`src/rtl/keccak_cg_pkg.sv`:
```
// Shared types and constants for the Keccak clock-gate sequencing controller.
package keccak_cg_pkg;

   typedef enum logic [1:0] {
      GATED  = 2'd0,
      WAKE   = 2'd1,
      ACTIVE = 2'd2
   } cg_state_e;

   localparam int STATS_W = 32;

   // Wake counter must hold WAKE_CYCLES; never narrower than one bit.
   function automatic int wake_cnt_w(input int wake_cycles);
      int w;
      w = $clog2(wake_cycles + 1);
      if (w < 1) w = 1;
      return w;
   endfunction

endpackage : keccak_cg_pkg

```
`src/rtl/keccak_cg_sat_cnt.sv`:
```
// Up-counter with synchronous clear (priority) that sticks at all-ones instead of wrapping.
module keccak_cg_sat_cnt #(
   parameter int W = 8
) (
   input  logic         clk_i,
   input  logic         rst_ni,
   input  logic         clr_i,
   input  logic         inc_i,
   output logic [W-1:0] cnt_o
);

   function automatic logic [W-1:0] sat_inc(input logic [W-1:0] v);
      return (&v) ? v : v + W'(1);
   endfunction

   always_ff @(posedge clk_i or negedge rst_ni) begin
      if (!rst_ni) begin
         cnt_o <= '0;
      end else if (clr_i) begin
         cnt_o <= '0;
      end else if (inc_i) begin
         cnt_o <= sat_inc(cnt_o);
      end
   end

endmodule : keccak_cg_sat_cnt

```
`src/rtl/keccak_clkgate_ctrl.sv`:
```
// Clock-gate enable sequencer for the Keccak core: wake, settle, grant, idle-gate.
// Optional gated-cycle statistics counter is enabled by defining KECCAK_CG_STATS_EN.
module keccak_clkgate_ctrl
   import keccak_cg_pkg::*;
#(
   parameter int WAKE_CYCLES = 2,
   parameter int IDLE_W      = 8
) (
   input  logic               clk_i,
   input  logic               rst_ni,
   input  logic               start_req_i,
   output logic               start_gnt_o,
   input  logic               core_busy_i,
   input  logic [IDLE_W-1:0]  cfg_idle_cycles_i,
   input  logic               cfg_cg_disable_i,
   output logic               clk_en_o,
   output logic               gated_o,
   input  logic               stats_clr_i,
   output logic [STATS_W-1:0] gated_cycles_o
);

   localparam int WCW = wake_cnt_w(WAKE_CYCLES);
   localparam logic [WCW-1:0] WAKE_LOAD = WCW'(WAKE_CYCLES);

   cg_state_e         state_q, state_d;
   logic [WCW-1:0]    wake_cnt_q;
   logic [IDLE_W-1:0] idle_cnt;
   logic              idle_cyc;
   logic              go_gated;
   logic              wake_ld;
   logic              idle_inc;
   logic              idle_clr;

   assign idle_cyc = ~start_req_i & ~core_busy_i;

   always_comb begin
      state_d     = state_q;
      start_gnt_o = 1'b0;
      go_gated    = 1'b0;
      wake_ld     = 1'b0;
      case (state_q)
         GATED: begin
            if (start_req_i || cfg_cg_disable_i) begin
               state_d = WAKE;
               wake_ld = 1'b1;
            end
         end
         WAKE: begin
            if (wake_cnt_q == '0) state_d = ACTIVE;
         end
         ACTIVE: begin
            start_gnt_o = start_req_i & ~core_busy_i;
            // A request on the threshold cycle is not idle, so it is granted instead of gating.
            if (idle_cyc && (idle_cnt == cfg_idle_cycles_i) && !cfg_cg_disable_i) begin
               state_d  = GATED;
               go_gated = 1'b1;
            end
         end
         default: state_d = GATED;
      endcase
   end

   always_ff @(posedge clk_i or negedge rst_ni) begin
      if (!rst_ni) begin
         state_q  <= GATED;
         clk_en_o <= 1'b0;
      end else begin
         state_q  <= state_d;
         clk_en_o <= (state_d != GATED);
      end
   end

   always_ff @(posedge clk_i or negedge rst_ni) begin
      if (!rst_ni) begin
         wake_cnt_q <= '0;
      end else if (wake_ld) begin
         wake_cnt_q <= WAKE_LOAD;
      end else if ((state_q == WAKE) && (wake_cnt_q != '0)) begin
         wake_cnt_q <= wake_cnt_q - WCW'(1);
      end
   end

   assign gated_o = (state_q == GATED);

   // Held at zero while gating is disabled so counting restarts cleanly when it is re-enabled.
   assign idle_inc = (state_q == ACTIVE) & idle_cyc;
   assign idle_clr = (state_q != ACTIVE) | ~idle_cyc | cfg_cg_disable_i | go_gated;

   keccak_cg_sat_cnt #(
      .W(IDLE_W)
   ) u_idle_cnt (
      .clk_i  (clk_i),
      .rst_ni (rst_ni),
      .clr_i  (idle_clr),
      .inc_i  (idle_inc),
      .cnt_o  (idle_cnt)
   );

`ifdef KECCAK_CG_STATS_EN
   keccak_cg_sat_cnt #(
      .W(STATS_W)
   ) u_stats_cnt (
      .clk_i  (clk_i),
      .rst_ni (rst_ni),
      .clr_i  (stats_clr_i),
      .inc_i  (~clk_en_o),
      .cnt_o  (gated_cycles_o)
   );
`else
   logic unused_stats_clr;
   assign unused_stats_clr = stats_clr_i;
   assign gated_cycles_o   = '0;
`endif

endmodule : keccak_clkgate_ctrl

```
`config.mk`:
```
export PLATFORM = sky130hd
export DESIGN_NAME = keccak_clkgate_ctrl
export DESIGN_NICKNAME = d
export VERILOG_FILES = /design/src/rtl/keccak_cg_pkg.sv /design/src/rtl/keccak_cg_sat_cnt.sv /design/src/rtl/keccak_clkgate_ctrl.sv
export SDC_FILE = /design/constraint.sdc
export NUM_CORES = 1
export LEC_CHECK = 0
export ABC_CLOCK_PERIOD_IN_PS = 1690
export BUFFER_PORTS_ARGS = -buffer_cell sky130_fd_sc_hd__buf_2
export CAP_MARGIN = 10
export CORE_ASPECT_RATIO = 0.75
export CORE_MARGIN = 8
export CORE_UTILIZATION = 45
export DETAILED_ROUTE_END_ITERATION = 10
export GPL_ROUTABILITY_DRIVEN = 1
export PLACE_DENSITY = 0.82
export SYNTH_ARGS = -nofsm -noshare
export SYNTH_HDL_FRONTEND = slang
export SYNTH_SLANG_ARGS = --single-unit
```
`constraint.sdc`:
```
create_clock -name clk_i -period 1.69 [get_ports clk_i]
set_input_delay 0.338 -clock clk_i [delete_from_list [all_inputs] [get_ports clk_i]]
set_output_delay 0.338 -clock clk_i [all_outputs]
set_load 0.01 [all_outputs]
```
Yosys cells after proc, flatten, opt, wreduce, memory -nomap -nowiden
Index checks and enable logic that the tools add are counted.
Word-level totals
  bits in registers: 13
  bits of input ports: 14
  output and inout bits: 35
Operators by class
  add/sub/neg operators: 2
  eq/ne operators: 5
  multiplexer cells: 14
  bitwise operators: 9
  reductions and logical operators: 13
Operators with widths (number)
  $mux 8: 3
  $mux 2: 5
  $add 8x1->8 const B: 1
  $eq 8x8->1: 1
  $reduce_and 8->1: 1
  $reduce_bool 2->1: 4
  $pmux 2 s3: 1
  $mux 1: 5
  $logic_not 2->1: 2
  $ne 2x2->1 const B: 2
  $and 1x1->1: 3
  $logic_and 1x1->1: 3
  $not 1->1: 3
  $or 1x1->1: 3
  $eq 2x1->1 const B: 1
  $eq 2x2->1 const B: 1
  $reduce_and 2->1: 1
  $sub 2x1->2 const B: 1
  $logic_not 1->1: 1
  $logic_or 1x1->1: 1

Depth between registers and ports, before layout
Gate-level depths: netlist of run 1.
  depth in word-level cells: 9
  gate-level depth with buffers: 5

Hierarchy
Synthesis of run 1 repeated with hierarchy kept, for this count alone.
Second synthesis, totals
  cell total of the unflattened synthesis: 120
  area, all modules: 1118.6 µm²
By module, submodules not included
  keccak_clkgate_ctrl: times used 1, cells an instance 72, area each 629.4 µm², sequential area each 125.1 µm²
  keccak_cg_sat_cnt: times used 1, cells an instance 48, area each 489.2 µm², sequential area each 200.2 µm²

Worst setup path before layout of run 1
OpenSTA, ideal clock, no wires.
  path type: register to register
  start point: register u_idle_cnt.cnt_o[0]
  end point: register u_idle_cnt.cnt_o[1]
  library setup time: 0.130 ns
  arrival: 1.262 ns
  path slack: 0.298 ns
  cell stages (with the launch flop): 6
  clock period less this slack: 1.392 ns
  cell sequence: dfrtp_1 -> ha_1 -> nand3_1 -> or2_2 -> mux2i_1 -> nor2_1
On the way
  word-level cells in the longest chain between the ends: 8
RTL lines
  start, declared: line keccak_cg_sat_cnt.sv:9  | output logic [W-1:0] cnt_o
  start signal, assigned: line keccak_cg_sat_cnt.sv:22  | cnt_o <= sat_inc(cnt_o);
  $eq 8x8->1: line keccak_clkgate_ctrl.sv:54  | if (idle_cyc && (idle_cnt == cfg_idle_cycles_i) && !cfg_cg_disable_i) begin
  $logic_and 1x1->1 (2 in a row): line keccak_clkgate_ctrl.sv:54
  $mux 1: line keccak_clkgate_ctrl.sv:54
  $mux 1: line keccak_clkgate_ctrl.sv:41  | case (state_q)
  $or 1x1->1: line keccak_clkgate_ctrl.sv:87  | assign idle_clr = (state_q != ACTIVE) | ~idle_cyc | cfg_cg_disable_i | go_gated;
  $ne 2x2->1 (no source line) or $reduce_bool 2->1 (tied branches)
  $reduce_and 2->1 (no source line)
Several ways; a longest one is shown, not always the timed one. The select of a mux whose other input is x is not followed.
A chain may end at the register's enable or synchronous reset.

Final worst setup path of run 1
  start point: register state_q[0]
  end point: output port start_gnt_o
On the way
  word-level cells in the longest chain between the ends: 2
RTL lines
  start, declared: line keccak_clkgate_ctrl.sv:25  | cg_state_e state_q, state_d;
  start signal, assigned: line keccak_clkgate_ctrl.sv:68  | state_q <= state_d;
  $eq 2x2->1: line keccak_clkgate_ctrl.sv:41
  $mux 1: line keccak_clkgate_ctrl.sv:41
  end, declared: line keccak_clkgate_ctrl.sv:12  | output logic start_gnt_o,
Every way passes these cells.

==> impl_metrics.yaml, run 1 <==
route:
  post-route-drc-count: 0
  ant_nets: 0
  firstDrtPassIters: 4
  drt-wirelength-per-cell_um: 14.2
  drtIter0Drc: 20
  viasPerCell: 4.82
  wirelength_um: 2170
  vias: 737
synth:
  ys_ff_latch: 13
  synthAdderAreaFrac_pct: 2.48
  ys_warn_count: 0
  synth_xor_area_share_pct: 9.53
  syn_avg_cell_area_um2: 9.03
  synth-edff-count: 0
  synth_top_area_cell: "dfrtp_1"
  synth_top_family_by_area: "buffers and inverters"
  synth_compound_area_share_pct: 11.3
  synth.most_common_cell: "buf_4"
  synth_area_um2: 1010
  synthSimpleGateAreaFrac_pct: 14.6
  synth_ff_type: "dfrtp_1"
  synth_cell_types: 34
  netlist.area_leader.share_pct: 32.2
  synthTopCellsByArea: "dfrtp_1, buf_4, xnor2_1, nor2_1, ha_1"
  ys_seq_area_share_pct: 32.2
  async_flop_share_pct: 100
  synthCells: 112
  synthTopCellsByCount: "buf_4, dfrtp_1, nor2_1, xnor2_1"
  synth.mux.area_fraction_pct: 3.09
timing:
  finalMaxSlewViolations: 0
  fin_crit_sh_pct: 100
  final.setup.worst_slack_ns: -0.00397
  fmax_ghz: 0.590
  min_period_ns: 1.69
  skew_ns: 0.00786
  hold_viol_final: 0
  setup_viol: 1
grt:
  grt_pass1_wl_um: 3430
  grt_usage_pct: 10.5
  grt_overflow_total: 0
  grt_pass1_vias: 744
  grt_max_degree: 14
  antenna_found_initial: 0
clock_tree:
  clockRootBuffer: "clkbuf_4"
  clockBufferDepth: 2
  clkSinkCount: 13
  cts_buffers: 3
  worstSkewPairLatency_ns: 0.28
  clkTransAtPathRegs_ns: 0.08
  htree_levels: 1
  cts_setup_buffers: 0
  tritoncts: "yes"
min_path:
  hold_class: "primary input to asynchronous set/reset pin"
floorplan:
  io_pins: 49
  die_area_um2: 4040
  initial_core_util_pct: 45.6
  chipHeight_um: 57.1
  die_x_um: 70.7
  rows: 15
  core-area_um2: 2210
final_layout:
  drive_gt1_share_pct: 19.5
  final_net_count: 145
  area_growth_pct: 0.990
  utilization_pct: 46.1
  antenna_cells: 0
status:
  violations: "negative setup slack"
  run_status: "finished, violations left"
worst_setup_path:
  end_kind: "primary output"
  crit_fanout: 9
  path_class: "register to primary output"
  worstPathArrival_ns: 1.36
  crit_path_start_kind: "register"
  worstPathRequired_ns: 1.35
placement:
  post-dp-hpwl_um: 1700
  gp_congestion: 0.789
  portBuffers: 15
job:
  drv_cap: 0
pwr:
  irDropWorstVdd_v: 0.000561
  finalPower_mw: 0.983
  p_leak_nw: 0.485
  power.density_nw_per_um2: 963
==> metrics by stage <==
stage / setup slack [ns] / TNS, ns / hold WS, ns / area (um2) / std cells
2_1_floorplan: 0.298 / 0 / 0.0424 / 1130 / 143
3_3_place_gp: 0.181 / 0 / 0.240 / 973 / 148
3_5_place_dp: 0.135 / 0 / 0.240 / 973 / 148
4_1_cts: 0.0404 / 0 / 0.448 / 1010 / 153
5_1_grt: -0.0736 / -0.0736 / 0.483 / 1020 / 153
6_report: -0.00397 / -0.00397 / 0.468 / 1020 / 153
==> final cells by class <==
type	count	area (um2)
multi-input cells	93	544
fillers	219	1190
repair buffers	16	85.1
inverters	2	7.51
flip-flops and latches	13	327
well taps	25	31.3
clock buffers	4	26.3
==> timing repair <==
item / 4_1_cts / 5_1_grt
endpoints found under the hold margin: 13 / 0
gates resized for setup: 0 / 3
hold buffers: 1 / 0
setup endpoints to repair: 0 / 4
==> flip-flops by register name, summed over array words and instances (netlist names) <==
| signal | cells |
|---|---|
| clk_en_o | 1 |
| u_idle_cnt.cnt_o | 8 |
| state_q | 2 |
| wake_cnt_q | 2 |
==> routing by layer <==
metal | up-vias | global-route usage, % | part of all wire [%]
met5 | - | 0 | 0
met4 | 0 | 4.42 | 1.2
met3 | 2 | 3.15 | 3.8
met2 | 22 | 18.4 | 55
met1 | 361 | 11.5 | 40
li1 | 352 | - | -
==> cells by family after synthesis <==
group | after synthesis
compound gates | 16
xor+xnor | 11
fa+ha+maj | 2
buf+inv | 37
flops | 13
mux | 3
other cells | 1
simple gates | 29
==> power by group <==
part | internal [mW] | switching [mW] | total [mW]
Combinational | 0.165 | 0.196 | 0.361
Sequential | 0.371 | 0.0606 | 0.432
Clock | 0.0915 | 0.0992 | 0.191
==> cells in the final DEF, fill, tap and decap left out, types with 2 or more instances in the layout <==
master / n
conb_1: 32
buf_2: 15
dfrtp_1: 12
nor2_1: 9
xnor2_1: 9
nand4_1: 4
nand2_1: 4
o21ai_0: 3
clkbuf_4: 3
inv_1: 2
or2_2: 2
o31a_1: 2
a22o_1: 2
nor3_1: 2
mux2i_1: 2
o211ai_1: 2
xor2_1: 2
and3_1: 2
ha_1: 2
==> worst paths after layout <==
check	startpoint	end	slack, ns	cells after the start
max reg2reg	u_idle_cnt.cnt_o[6]	clk_en_o	0.12	4
max in group asynchronous	rst_ni	state_q[0]	0.97	2
min	rst_ni	u_idle_cnt.cnt_o[3]	0.47	2
min reg2reg	wake_cnt_q[0]	wake_cnt_q[0]	0.56	1
max	state_q[0]	start_gnt_o	-0.004	3
min in group clk_i	core_busy_i	state_q[1]	0.49	3
==> critical path: stages (launching register included) <==
cell and delay (ns):
dfrtp_2 0.46, nand2b_1 0.22, nor3b_2 0.24, buf_2 0.16
Power figures use the tool's default switching activity.
==> run 2: changes to the inputs <==
--- a/config.mk
+++ b/config.mk
@@ -7,13 +7,12 @@
 export LEC_CHECK = 0
 export ABC_CLOCK_PERIOD_IN_PS = 1690
 export BUFFER_PORTS_ARGS = -buffer_cell sky130_fd_sc_hd__buf_2
-export CAP_MARGIN = 10
 export CORE_ASPECT_RATIO = 0.75
 export CORE_MARGIN = 8
 export CORE_UTILIZATION = 45
 export DETAILED_ROUTE_END_ITERATION = 10
 export GPL_ROUTABILITY_DRIVEN = 1
-export PLACE_DENSITY = 0.82
+export PLACE_DENSITY = 0.8
 export SYNTH_ARGS = -nofsm -noshare
 export SYNTH_HDL_FRONTEND = slang
 export SYNTH_SLANG_ARGS = --single-unit
==> impl_metrics.yaml, run 2 (same netlist as run 1, synthesis figures left out) <==
status:
  run_status: "finished, final reports clean"
grt:
  grt_usage_pct: 8.99
  grt_pass1_wl_um: 2950
  antenna_found_initial: 0
  grt_max_degree: 14
  grt_overflow_total: 0
  grt_pass1_vias: 689
job:
  drv_cap: 0
final_layout:
  final_net_count: 145
  finalNonFillerCells: 153
  max_flop_register: "u_idle_cnt.cnt_o"
  area_growth_pct: 0.495
  drive_gt1_share_pct: 18.8
  layout_common_cells: "conb_1, buf_2, dfrtp_1"
  antenna_cells: 0
  largest_reg_flops: 8
  reg.largest.list: "u_idle_cnt.cnt_o (8), state_q (2), wake_cnt_q (2)"
  final_common_cell: "conb_1"
clock_tree:
  clkTransAtPathRegs_ns: 0.08
  cts_setup_buffers: 0
  htree_levels: 1
  tritoncts: "yes"
  worstSkewPairLatency_ns: 0.27
  clockBufferDepth: 2
  clkSinkCount: 13
  clockRootBuffer: "clkbuf_4"
  cts_buffers: 3
worst_setup_path:
  rr_worst_depth: 5
  worstPathArrival_ns: 1.27
  reg2reg_from: "u_idle_cnt.cnt_o[0]"
  critPathMaxStageDelay_ns: 0.46
  end_kind: "primary output"
  slowest_stage: "dfrtp_2"
  path_cells: "nand2b_1, nor3b_2, buf_2"
  worstPathRequired_ns: 1.35
  crit_end: "start_gnt_o"
  r2r-end: "u_idle_cnt.cnt_o[0]"
  crit_path_start: "state_q[0]"
  crit_path_start_kind: "register"
  crit_fanout: 9
  reg2reg_slack_ns: 0.17
  path_class: "register to primary output"
floorplan:
  core-area_um2: 2210
  die_area_um2: 4040
  die_x_um: 70.7
  rows: 15
  initial_core_util_pct: 45.6
  chipHeight_um: 57.1
  io_pins: 49
pwr:
  p_leak_nw: 0.485
  irDropWorstVdd_v: 0.000377
  power.density_nw_per_um2: 951
  finalPower_mw: 0.966
timing:
  finalMaxSlewViolations: 0
  fin_crit_sh_pct: 95.4
  setup_viol: 0
  grt_setup_unrepaired: "no"
  min_period_ns: 1.61
  fmax_ghz: 0.620
  tns_ns: 0
  skew_ns: 0.000375
  hold_viol_final: 0
route:
  wirelength_um: 1910
  ant_nets: 0
  drt-wirelength-per-cell_um: 12.5
  vias: 719
  drtIter0Drc: 14
  post-route-drc-count: 0
  firstDrtPassIters: 4
  viasPerCell: 4.70
placement:
  portBuffers: 15
  dp_cells: 148
  gp_congestion: 0.831
  post-dp-hpwl_um: 1520
min_path:
  hold_class: "primary input to register"
==> run 2: metal layers <==
metal	GRT usage, %	vias to the layer above	part of all wire [%]
met1	9.56	337	44
met4	2.65	0	1.0
li1	-	352	-
met2	15.8	28	48
met5	0	-	0
met3	3.85	2	6.8
==> run 2: worst min path at each step <==
| stage | start | cells past startpoint | endpoint |
|---|---|---|---|
| 3_5_place_dp | rst_ni | 1 | u_idle_cnt.cnt_o[3] |
| 2_1_floorplan | rst_ni | 0 | clk_en_o |
| 3_3_place_gp | rst_ni | 1 | u_idle_cnt.cnt_o[0] |
| 6_report | cfg_cg_disable_i | 3 | clk_en_o |
| 4_1_cts | cfg_cg_disable_i | 3 | clk_en_o |
| 5_1_grt | cfg_cg_disable_i | 3 | clk_en_o |
==> run 2: worst max-delay path: cells and delay by family, from the launching register on <==
kind / cells / cell delay, ns
DFF: 1 / 0.46
and+or+nand+nor: 2 / 0.39
buffers and inverters: 1 / 0.14
==> run 2: what timing repair did <==
item | CTS | global route
hold buffers | 1 | 0
hold endpoints to repair | 13 | 0
gates resized for setup | 0 | 2
endpoints found under the setup margin | 0 | 1
==> run 2: final cells by class <==
class	instances	area, um2
sequential	13	327
tap	25	31.3
clock buffer	4	26.3
timing repair buffer	16	85.1
fill	214	1200
multi-input combinational	93	539
inverter	2	7.51
==> run 2: through the flow <==
stage / setup WS, ns / hold WS, ns / cell area, um2 / util [%]
global route: 0.0132 / 0.438 / 1020 / 45.9
finish: 0.0771 / 0.425 / 1020 / 45.9
detailed placement: 0.179 / 0.242 / 973 / 44.0
global placement: 0.187 / 0.236 / 973 / 44.0
floorplan: 0.298 / 0.0424 / 1130 / -
CTS: 0.0346 / 0.421 / 1010 / 45.6
==> run 2: report_power, final <==
group,total (mW),internal (mW),switching (mW)
Combinational,0.348,0.165,0.184
Sequential,0.426,0.371,0.0551
Clock,0.192,0.0915,0.100
==> run 3: changes to the inputs <==
--- a/config.mk
+++ b/config.mk
@@ -7,12 +7,15 @@
 export LEC_CHECK = 0
 export ABC_CLOCK_PERIOD_IN_PS = 1690
 export BUFFER_PORTS_ARGS = -buffer_cell sky130_fd_sc_hd__buf_2
+export CELL_PAD_IN_SITES_DETAIL_PLACEMENT = 1
+export CELL_PAD_IN_SITES_GLOBAL_PLACEMENT = 2
 export CORE_ASPECT_RATIO = 0.75
 export CORE_MARGIN = 8
-export CORE_UTILIZATION = 45
+export CORE_UTILIZATION = 26
 export DETAILED_ROUTE_END_ITERATION = 10
 export GPL_ROUTABILITY_DRIVEN = 1
-export PLACE_DENSITY = 0.8
+export PLACE_DENSITY = 0.79
 export SYNTH_ARGS = -nofsm -noshare
 export SYNTH_HDL_FRONTEND = slang
+export SYNTH_HIERARCHICAL = 1
 export SYNTH_SLANG_ARGS = --single-unit
==> impl_metrics.yaml, run 3 <==
status:
  run_status: "finished, final reports clean"
worst_setup_path:
  worstPathArrival_ns: 1.80
  reg2reg_slack_ns: 0.05
  path_class: "register to register"
  end_kind: "register"
  crit_path_start_kind: "register"
  crit_fanout: 5
  worstPathRequired_ns: 1.84
synth:
  synth.most_common_cell: "buf_4"
  syn_avg_cell_area_um2: 9.32
  synthTopCellsByArea: "dfrtp_1, buf_4, xnor2_1, nand4_1, nor3_1"
  synth_top_area_cell: "dfrtp_1"
  synth-edff-count: 0
  synth_ff_type: "dfrtp_1"
  synthCells: 120
  ys_warn_count: 6
  synth_cell_types: 39
  async_flop_share_pct: 100
  ys_seq_area_share_pct: 29.1
  netlist.area_leader.share_pct: 29.1
  ys_ff_latch: 13
  synthTopCellsByCount: "buf_4, dfrtp_1, xnor2_1"
  synth_area_um2: 1120
final_layout:
  largest_reg_flops: 8
  drive_gt1_share_pct: 37.4
  final_net_count: 172
  reg.largest.list: "u_idle_cnt/cnt_o (8), state_q (2), wake_cnt_q (2)"
  finalNonFillerCells: 210
  multi_input_area_um2: 687
  max_flop_register: "u_idle_cnt/cnt_o"
  antenna_cells: 0
  utilization_pct: 33.3
  regArea_um2: 327
  fin_area_um2: 1370
  final_common_cell: "conb_1"
  layout_common_cells: "conb_1, buf_4, buf_2"
  fill_cells: 504
  area_growth_pct: 22.1
grt:
  grt_pass1_wl_um: 4710
  grt_usage_pct: 8.52
  grt_pass1_vias: 986
  grt_overflow_total: 0
  grt_max_degree: 14
  antenna_found_initial: 0
job:
  drv_cap: 0
clock_tree:
  cts_buffers: 3
  tritoncts: "yes"
  clockBufferDepth: 2
  clkSinkCount: 13
  clockRootBuffer: "clkbuf_8"
  clkTransAtPathRegs_ns: 0.06
  htree_levels: 1
  worstSkewPairLatency_ns: 0.24
route:
  dr.max_layer_used: "met4"
  viasPerCell: 4.30
  post-route-drc-count: 0
  vias: 903
  firstDrtPassIters: 4
  drtIter0Drc: 37
  drt-met1-wl_um: 1330
  drt-wirelength-per-cell_um: 14.4
  ant_nets: 0
  wl_met2_um: 1420
  route.met3.wl_um: 236
  wirelength_um: 3010
pwr:
  irDropWorstVdd_v: 0.000204
  finalPower_mw: 0.806
  p_leak_nw: 0.607
  power.density_nw_per_um2: 590
floorplan:
  initial_core_util_pct: 27.3
  chipHeight_um: 72.8
  io_pins: 49
  core-area_um2: 4100
  die_x_um: 91.7
  die_area_um2: 6680
  rows: 20
timing:
  skew_ns: 0.00479
  fmax_ghz: 0.608
  fin_crit_sh_pct: 97.3
  finalMaxSlewViolations: 0
  grt_setup_unrepaired: "yes"
  whs_ns: 0.465
  hold_viol_final: 0
  tns_ns: 0
  final.setup.worst_slack_ns: 0.0461
  min_period_ns: 1.64
  setup_viol: 0
min_path:
  hold_class: "primary input to register"
placement:
  place_ws_ns: -0.117
  dp_cells: 203
  portBuffers: 15
  post-dp-hpwl_um: 2290
  dpl-instance-area_um2: 1240
  gp_congestion: 0.805
run 3: changes by cell type in the layout (fill, tap and decap cells not counted), moves of 3 or more:
cell and change:
buf_4 +19, a211oi_2 +3, nor2b_1 +3, clkbuf_4 -3, nor2_1 -5, clkbuf_8 +3
run 3: path summary, 6_finish.rpt:
| check | from | end | depth (start not counted) |
|---|---|---|---|
| min in group asynchronous | rst_ni | u_idle_cnt/cnt_o[6] | 2 |
| setup reg to reg | u_idle_cnt/cnt_o[4] | u_idle_cnt/cnt_o[2] | 6 |
| setup / recovery | u_idle_cnt/cnt_o[4] | u_idle_cnt/cnt_o[2] | 6 |
| hold / removal | cfg_cg_disable_i | u_idle_cnt/cnt_o[4] | 3 |
| hold reg to reg | wake_cnt_q[0] | wake_cnt_q[0] | 1 |
| max in group asynchronous | rst_ni | u_idle_cnt/cnt_o[4] | 2 |
run 3: report_power, final:
group | internal (mW) | switching [mW]
Combinational | 0.0767 | 0.111
Sequential | 0.332 | 0.00848
Clock | 0.166 | 0.111
run 3: cell families (layout without fill, tap and decap cells):
group,Yosys count,in the layout,synth area share [%]
flops,13,13,29.1
mux,4,4,4.25
buf+inv,39,42,25.3
xor+xnor,8,8,6.26
fa+ha+maj,2,2,2.24
simple gates,37,38,21.4
other cells,1,32,0.335
compound gates,16,16,11.2
run 3: cell type report:
class	instances	area share [%]
repair buffers	35	16.7
clock buffers	4	3.30
multi-input cells	100	50.3
flip-flops and latches	13	23.9
well taps	55	5.04
inverters	3	0.824
run 3: timing repair:
item / CTS / global route
hold buffers: 1 / 0
gates cloned: 0 / 1
setup endpoints to repair: 7 / 7
buffers inserted: 0 / 1
endpoints found under the hold margin: 13 / 0
pin swaps: 0 / 4
resized for setup: 4 / 10
run 3: critical path, cell delays in order, from the launching register on:
cell     delay [ns]
dfrtp_2        0.44
xnor2_1        0.14
nand4_1        0.11
nor2_2         0.08
or3b_4         0.43
buf_4          0.16
nor3_2         0.19
run 3: routing by layer:
layer | vias up | global-route usage (%)
met5 | - | 0
met1 | 439 | 9.90
met3 | 2 | 2.26
met4 | 0 | 3.74
met2 | 35 | 14.5
li1 | 427 | -
